===== config.mk =====
export PLATFORM = sky130hd
export DESIGN_NAME = io_input_controller
export DESIGN_NICKNAME = d
export VERILOG_FILES = /design/src/rtl/io_input_controller.sv
export SDC_FILE = /design/constraint.sdc
export NUM_CORES = 1
export LEC_CHECK = 0
export CAP_MARGIN = 20
export CORE_ASPECT_RATIO = 0.75
export CORE_MARGIN = 3
export CORE_UTILIZATION = 49
export CTS_CLUSTER_SIZE = 40
export DETAILED_ROUTE_END_ITERATION = 16
export GPL_TIMING_DRIVEN = 0
export HOLD_SLACK_MARGIN = 0.15
export PLACE_DENSITY = 0.78
export SYNTH_ARGS = -nofsm -noshare
export SYNTH_HDL_FRONTEND = slang
export SYNTH_SLANG_ARGS = --single-unit

===== constraint.sdc =====
create_clock -name clock -period 2.1 [get_ports clock]
set_input_delay 0.42 -clock clock [delete_from_list [all_inputs] [get_ports clock]]
set_output_delay 0.42 -clock clock [all_outputs]
set_load 0.005 [all_outputs]

===== src/rtl/io_input_controller.sv =====
// Input stage for the ZAFx32 core: button debounce, switch sync and IN-instruction handshake.
// Build option: define IO_INPUT_SIGN_EXTEND_EN to sign-extend switches onto dataIn (default zero-extend).
module io_input_controller #(
  parameter int SW_WIDTH        = 16,
  parameter int DEBOUNCE_CYCLES = 50000
) (
  input  logic                clock,
  input  logic                reset,
  input  logic [SW_WIDTH-1:0] switches,
  input  logic                button,
  input  logic                in_req,
  output logic [31:0]         dataIn,
  output logic                enter,
  output logic                stall
);

  localparam int                CNT_W    = $clog2(DEBOUNCE_CYCLES + 1);
  localparam logic [CNT_W-1:0]  CNT_LAST = CNT_W'(DEBOUNCE_CYCLES - 1);

  // state        | meaning
  // IDLE         | no IN pending
  // WAIT_PRESS   | IN pending, core stalled until a press event
  // CAPTURE      | switches latched, enter pulse, core commits
  // WAIT_RELEASE | waiting for the debounced button to drop
  typedef enum logic [1:0] {IDLE, WAIT_PRESS, CAPTURE, WAIT_RELEASE} state_e;

  state_e              state_q, state_d;
  logic                btn_meta_q, btn_sync_q;
  logic [SW_WIDTH-1:0] sw_meta_q, sw_sync_q;
  logic [CNT_W-1:0]    cnt_q, cnt_d;
  logic                stable_q, stable_d;
  logic                stable_dly_q;
  logic [31:0]         data_q, data_d;
  logic [31:0]         sw_ext;
  logic                fill;
  logic                press;
  logic                capture;

  always_ff @(posedge clock) begin
    if (reset) begin
      state_q      <= IDLE;
      btn_meta_q   <= 1'b0;
      btn_sync_q   <= 1'b0;
      sw_meta_q    <= '0;
      sw_sync_q    <= '0;
      cnt_q        <= '0;
      stable_q     <= 1'b0;
      stable_dly_q <= 1'b0;
      data_q       <= 32'h0;
    end else begin
      state_q      <= state_d;
      btn_meta_q   <= button;
      btn_sync_q   <= btn_meta_q;
      sw_meta_q    <= switches;
      sw_sync_q    <= sw_meta_q;
      cnt_q        <= cnt_d;
      stable_q     <= stable_d;
      stable_dly_q <= stable_q;
      data_q       <= data_d;
    end
  end

  // Counter only runs while the synchronized level disagrees with the accepted one.
  always_comb begin
    cnt_d    = '0;
    stable_d = stable_q;
    if (btn_sync_q != stable_q) begin
      if (cnt_q == CNT_LAST) stable_d = ~stable_q;
      else                   cnt_d    = cnt_q + CNT_W'(1);
    end
  end

  assign press = stable_q & ~stable_dly_q;

  always_comb begin
    state_d = state_q;
    capture = 1'b0;
    unique case (state_q)
      IDLE:         if (in_req) state_d = WAIT_PRESS;
      WAIT_PRESS: begin
        if (!in_req) begin
          state_d = IDLE;
        end else if (press) begin
          state_d = CAPTURE;
          capture = 1'b1;
        end
      end
      CAPTURE:      state_d = WAIT_RELEASE;
      WAIT_RELEASE: if (!stable_q) state_d = IDLE;
      default:      state_d = IDLE;
    endcase
  end

  always_comb begin
`ifdef IO_INPUT_SIGN_EXTEND_EN
    fill = sw_sync_q[SW_WIDTH-1];
`else
    fill = 1'b0;
`endif
    sw_ext                 = {32{fill}};
    sw_ext[SW_WIDTH-1:0]   = sw_sync_q;
    data_d                 = capture ? sw_ext : data_q;
  end

  always_comb begin
    enter  = (state_q == CAPTURE);
    stall  = in_req & (state_q != CAPTURE);
    dataIn = data_q;
  end

endmodule


==> impl_results.md, run 1 <==
* Result of the run: complete, no violations
* Cell total after placement at 350
* Syn_area_per_cell at 10.4 um2
* Initial DRC count at 47
* Drt total wl at 4090 um
* Main combinational cell family by area after synthesis: simple AND/OR/NAND/NOR gates
* WP data arrival at 2.29 ns
* Synth-to-Final Area Change at 28.7%
* Pleak at 1.18 nW
* Core Region at 4680 um2
* Startpoint types: flip-flop
* Simple-gate share of the synthesized area at 22.0%
* PwrDens at 801 nW/um2
* Layout Cells excl Fill at 367
* Post-CTS Hold Fix Bufs at 0
* Clock buffer depth at 2
* Post CTS Setup Buffer Count at 0
* Chip height at 67.9 um
* FF-to-FF setup slack at 0.04 ns
* WL met1 at 1930 um
* PortBufs at 37
* I/O pin cnt at 54
* WHS at 0.436 ns
* Share of cells above drive strength 1 at 13.5%
* Sequential element share of the synthesized area at 56.0%
* Initial antenna violation count at 0
* Hold Crit Class: flip-flop to flip-flop
* Met2 WL post-DR at 1790 um
* Routability Congestion at 0.766
* Period utilisation layout at 98.0%
* CTS Buf Count at 9
* Setup TNS at 0 ns
* Area after DPL at 3000 um2
* Clock insertion delay at the later pin of the skew report at 0.33 ns
* Nets at 326
* Post-synth top area cell: dfxtp_1
* Mean routed wirelength per cell at 11.1 um
* Top layer in use: met4
* Gr usage total at 15.0%
* Layout fillers at 356
* Synth Instances at 241
* Worst Setup Path Type: flip-flop to flip-flop
* Mux cell area share after synthesis at 6.85%
* Worst vdd ir at 0.438 mV
* Synthesized area at 2500 um2
* Final ANT Viol Nets at 0
* Antenna diode instance count at 0
* Skew final at 0.00742 ns
* Crit path time final at 2.06 ns
* Final Hold Viols at 0
* Yosys cell types at 31
* Largest cells by area after synthesis: dfxtp_1 (56%), nor2b_1 (10%), mux2i_1 (6.4%)
* Synth Warn # at 0
* Total grt overflow at 0
* Crit. End Element: flip-flop
* Via count at 1666
* Finished Cell Area at 3220 um2
* Final Util at 68.8%
* Std cell rows at 21
* Clock transition at the registers of the reported paths at 0.07 ns
* Clk root buf: clkbuf_8
* First-pass GRT wire length at 6570 um
* Synth Register Bits at 70
* Metal3 WL at 279 um
* Total of max-cap violations at 0
* TritonCTS clock tree: built
* Largest net degree at the start of global routing at 14
* Post-synth top area share at 56.0%
* Starting density of the core at 53.5%
* Adder-cell share of the synthesized area at 0.500%
* Fmax at 486 MHz
* Residual DRC at 0
* Via/cell ratio at 4.54
* Router iterations before antenna repair at 4
* Finish-stage setup viols at 0
* Xor and xnor fraction of the mapped netlist area at 4.90%
* Htree depth at 3
* Synth Area in Compound Gates at 2.35%
* CP required at 2.33 ns
* DIE AREA at 6010 um2
* Final HPWL DP at 2990 um
* Number of global-route vias before repair at 1405
* Crit-path max FO at 10
* Die width at 88.5 um
* Final Max Tran Viols at 0
* Sink Count at 70
* Post-cts resize count at 0
==> synthesized netlist by cell type, drive strengths merged <==
master and number:
or3 2, nor2b 40, xor2 1, xnor2 13
or2 1, mux2 1, ha 1, conb 1
inv 5, nand4 2, nand3 5, and4b 1
a21oi 3, clkbuf 6, dfxtp 70, mux2i 16
o41ai 2, nand2 4, nor4 5, or4b 2
a211oi 1, nor2 34, nor3 6, buf 19
==> registers in the layout, summed over array words and instances (netlist names), named ones only <==
register	flops
state_q	1
sw_meta_q	16
btn_meta_q	1
stable_dly_q	1
stable_q	1
sw_sync_q	16
btn_sync_q	1
dataIn	16
cnt_q	16
==> per-stage QoR <==
step | total power (W) | worst slack [ns]
2_1_floorplan | 0.00147 | 0.167
3_3_place_gp | 0.00152 | -0.233
3_5_place_dp | 0.00152 | -0.267
4_1_cts | 0.00261 | 0.0163
5_1_grt | 0.00268 | -0.0133
6_report | 0.00258 | 0.0417
==> where the power goes <==
group	internal (W)	switching [W]
Clock	0.000586	0.000499
Combinational	0.0000780	0.0000471
Sequential	0.00136	0.00000884
==> layout by cell type, fill, tap and decap left out, types with 2 or more instances in the layout <==
cell type,count
dfxtp_1,70
nor2b_1,40
clkdlybuf4s50_1,37
nor2_1,34
buf_4,18
mux2i_1,16
conb_1,16
xnor2_1,13
clkbuf_8,10
nor3_1,6
clkbuf_1,5
inv_1,5
nor4_1,5
nand3_1,4
nand2_1,4
a21oi_1,3
clkinvlp_4,3
nand4_1,2
==> final cells by class <==
class                           count  area [um2]  area share (%)
Buffer                             24         159            4.94
Tap cell                           57        71.3            2.22
Clock buffer                       10         138            4.28
Multi-Input combinational cell    156         976            30.3
Sequential cell                    70        1400            43.5
Timing Repair Buffer               39         385            12.0
Inverter                            5        18.8           0.583
Clock inverter                      6        70.1            2.18
==> final timing paths <==
kind,start,endpoint,cells after the start
worst min-delay path,sw_meta_q[10],sw_sync_q[10],1
worst max register to register,cnt_q[4],cnt_q[14],5
worst max-delay path,cnt_q[4],cnt_q[14],5
worst min register to register,sw_meta_q[10],sw_sync_q[10],1
==> worst max-delay path: stages, from the launching register on <==
cell and delay, ns:
dfxtp_1 0.35, or4b_1 0.51, or3_4 0.36, o41ai_4 0.48, buf_6 0.20, nor2_1 0.05
==> cells by family after synthesis <==
| logic type | after synthesis |
|---|---|
| muxes | 17 |
| AOI/OAI and AO/OA | 6 |
| buffers and inverters | 30 |
| and+or+nand+nor | 102 |
| DFF | 70 |
| adders and majority gates | 1 |
| other | 1 |
| xor gates and xnor gates | 14 |
==> metal layers <==
metal  vias to the layer above  GRT usage, %
li1                        881             -
met1                       725          20.1
met2                        51          20.8
met3                         9          5.42
met4                         0          8.49
met5                         -             0
Power figures use the tool's default switching activity.
==> inputs of run 2 (changes only) <==
--- a/config.mk
+++ b/config.mk
@@ -12,8 +12,8 @@
 export CTS_CLUSTER_SIZE = 40
 export DETAILED_ROUTE_END_ITERATION = 16
 export GPL_TIMING_DRIVEN = 0
-export HOLD_SLACK_MARGIN = 0.15
-export PLACE_DENSITY = 0.78
+export HOLD_SLACK_MARGIN = 0.05
+export PLACE_DENSITY_LB_ADDON = 0.25
 export SYNTH_ARGS = -nofsm -noshare
 export SYNTH_HDL_FRONTEND = slang
 export SYNTH_SLANG_ARGS = --single-unit
==> impl_results.md, run 2 (synthesized netlist as in run 1, its figures left out) <==
* Via count at 1678
* Most frequent cells in the layout: dfxtp_1 (70), nor2b_1 (40), clkdlybuf4s50_1 (37)
* CP required at 2.33 ns
* Initial DRC count at 67
* Dpl ws at -0.265 ns
* Pleak at 1.20 nW
* Area after DPL at 3000 um2
* Period utilisation layout at 96.6%
* Crit. End Element: flip-flop
* Startpoint types: flip-flop
* Starting density of the core at 53.5%
* Switch share at 20.6%
* Result of the run: complete, no violations
* Residual DRC at 0
* Htree depth at 3
* DIE AREA at 6010 um2
* Hold Crit Class: flip-flop to flip-flop
* Clock Power Share at 44.7%
* Routability Congestion at 0.844
* Die width at 88.5 um
* Worst Setup Path Type: flip-flop to flip-flop
* TritonCTS clock tree: built
* Post-CTS Hold Fix Bufs at 0
* Combinational fraction of design power at 4.6%
* Mean routed wirelength per cell at 11.5 um
* WP data arrival at 2.26 ns
* I/O pin cnt at 54
* Std cell rows at 21
* Final ANT Viol Nets at 0
* Seq pwr share at 50.7%
* Final Max Tran Viols at 0
* Fmax at 493 MHz
* Total of max-cap violations at 0
* Nets at 327
* Internal power at 0.00215 W
* Worst setup margin at 0.0718 ns
* Finished Cell Area at 3250 um2
* Worst vdd ir at 0.613 mV
* Initial antenna violation count at 0
* Clock transition at the registers of the reported paths at 0.07 ns
* Chip height at 67.9 um
* Layout Cells excl Fill at 368
* Crit path time final at 2.03 ns
* Tot Pwr at 0.00270 W
* CTS Buf Count at 9
* Via/cell ratio at 4.56
* Setup TNS at 0 ns
* Finish-stage setup viols at 0
* Clock buffer depth at 2
* Crit-path max FO at 10
* Clk root buf: clkbuf_8
* Post-cts resize count at 0
* RSZ-0062 raised after global routing: no
* Final Hold Viols at 0
* PwrDens at 832 nW/um2
* Antenna diode instance count at 0
* Largest net degree at the start of global routing at 14
* Most common cell after layout, fill and taps aside: dfxtp_1
* Synth-to-Final Area Change at 29.9%
* Gr usage total at 16.2%
* Number of global-route vias before repair at 1598
* First-pass GRT wire length at 7100 um
* Clock insertion delay at the later pin of the skew report at 0.34 ns
* Core Region at 4680 um2
* Layout fillers at 366
* Router iterations before antenna repair at 5
* Drt total wl at 4230 um
* Total grt overflow at 0
* Reg area at 1400 um2
* Share of cells above drive strength 1 at 13.8%
* Skew final at 0.00687 ns
* Final HPWL DP at 2960 um
* Sw power at 0.000556 W
* PortBufs at 37
* Area used by multi-input combinational logic at 976 um2
* Sink Count at 70
* Cell total after placement at 350
## run 2: cell types whose count changed in the layout (fill, tap and decap cells not counted), sizes merged
cell,previous run,this run
buf,21,22
bufinv,1,2
clkinv,1,0
clkinvlp,3,2
inv,6,7
## run 2: per-stage QoR
step / utilization, % / hold slack [ns]
2_1_floorplan: - / 0.414
3_3_place_gp: 64.2 / 0.417
3_5_place_dp: 64.2 / 0.420
4_1_cts: 69.6 / 0.438
5_1_grt: 69.5 / 0.453
6_report: 69.5 / 0.436
## run 2: final cells by class
cell class	instances	area share, %
sequential	70	43.1
multi-input combinational	156	30.0
timing repair buffer	40	12.1
buffer	24	4.89
clock buffer	10	4.24
clock inverter	6	2.85
tap	57	2.19
inverter	5	0.578
## run 2: metal layers
metal  global-route usage (%)  routed length, um  vias to the layer above
met5                        0                  0                        -
met4                     6.23                 55                        0
met3                     7.34                302                        5
met2                     25.2               1910                       62
met1                     19.9               1960                      733
li1                         -                  -                      878
## run 2: final timing paths
path,start,endpoint,slack (ns),cells past startpoint
setup reg to reg,cnt_q[4],cnt_q[8],0.07,5
setup / recovery,cnt_q[4],cnt_q[8],0.07,5
hold / removal,sw_meta_q[9],sw_sync_q[9],0.44,1
hold reg to reg,sw_meta_q[9],sw_sync_q[9],0.44,1
## run 2: power groups by stage
stage | combinational, W | sequential, W | clock, W
after global placement | 0.000121 | 0.00140 | 0
after detailed placement | 0.000123 | 0.00140 | 0
after global routing | 0.000140 | 0.00137 | 0.00130
final | 0.000126 | 0.00137 | 0.00121
after floorplan | 0.0000734 | 0.00140 | 0
after CTS | 0.000126 | 0.00137 | 0.00124
## run 2: timing repair
action,4_1_cts,5_1_grt
hold endpoints to repair,0,0
gates cloned,0,0
buffers inserted,3,0
endpoints found under the setup margin,10,11
pin swaps,1,1
## run 2: worst max-delay path: stages (launching register included)
cell	delay, ns
dfxtp_1	0.34
or4b_1	0.52
or3_4	0.36
o41ai_4	0.44
buf_6	0.20
nor2_1	0.05
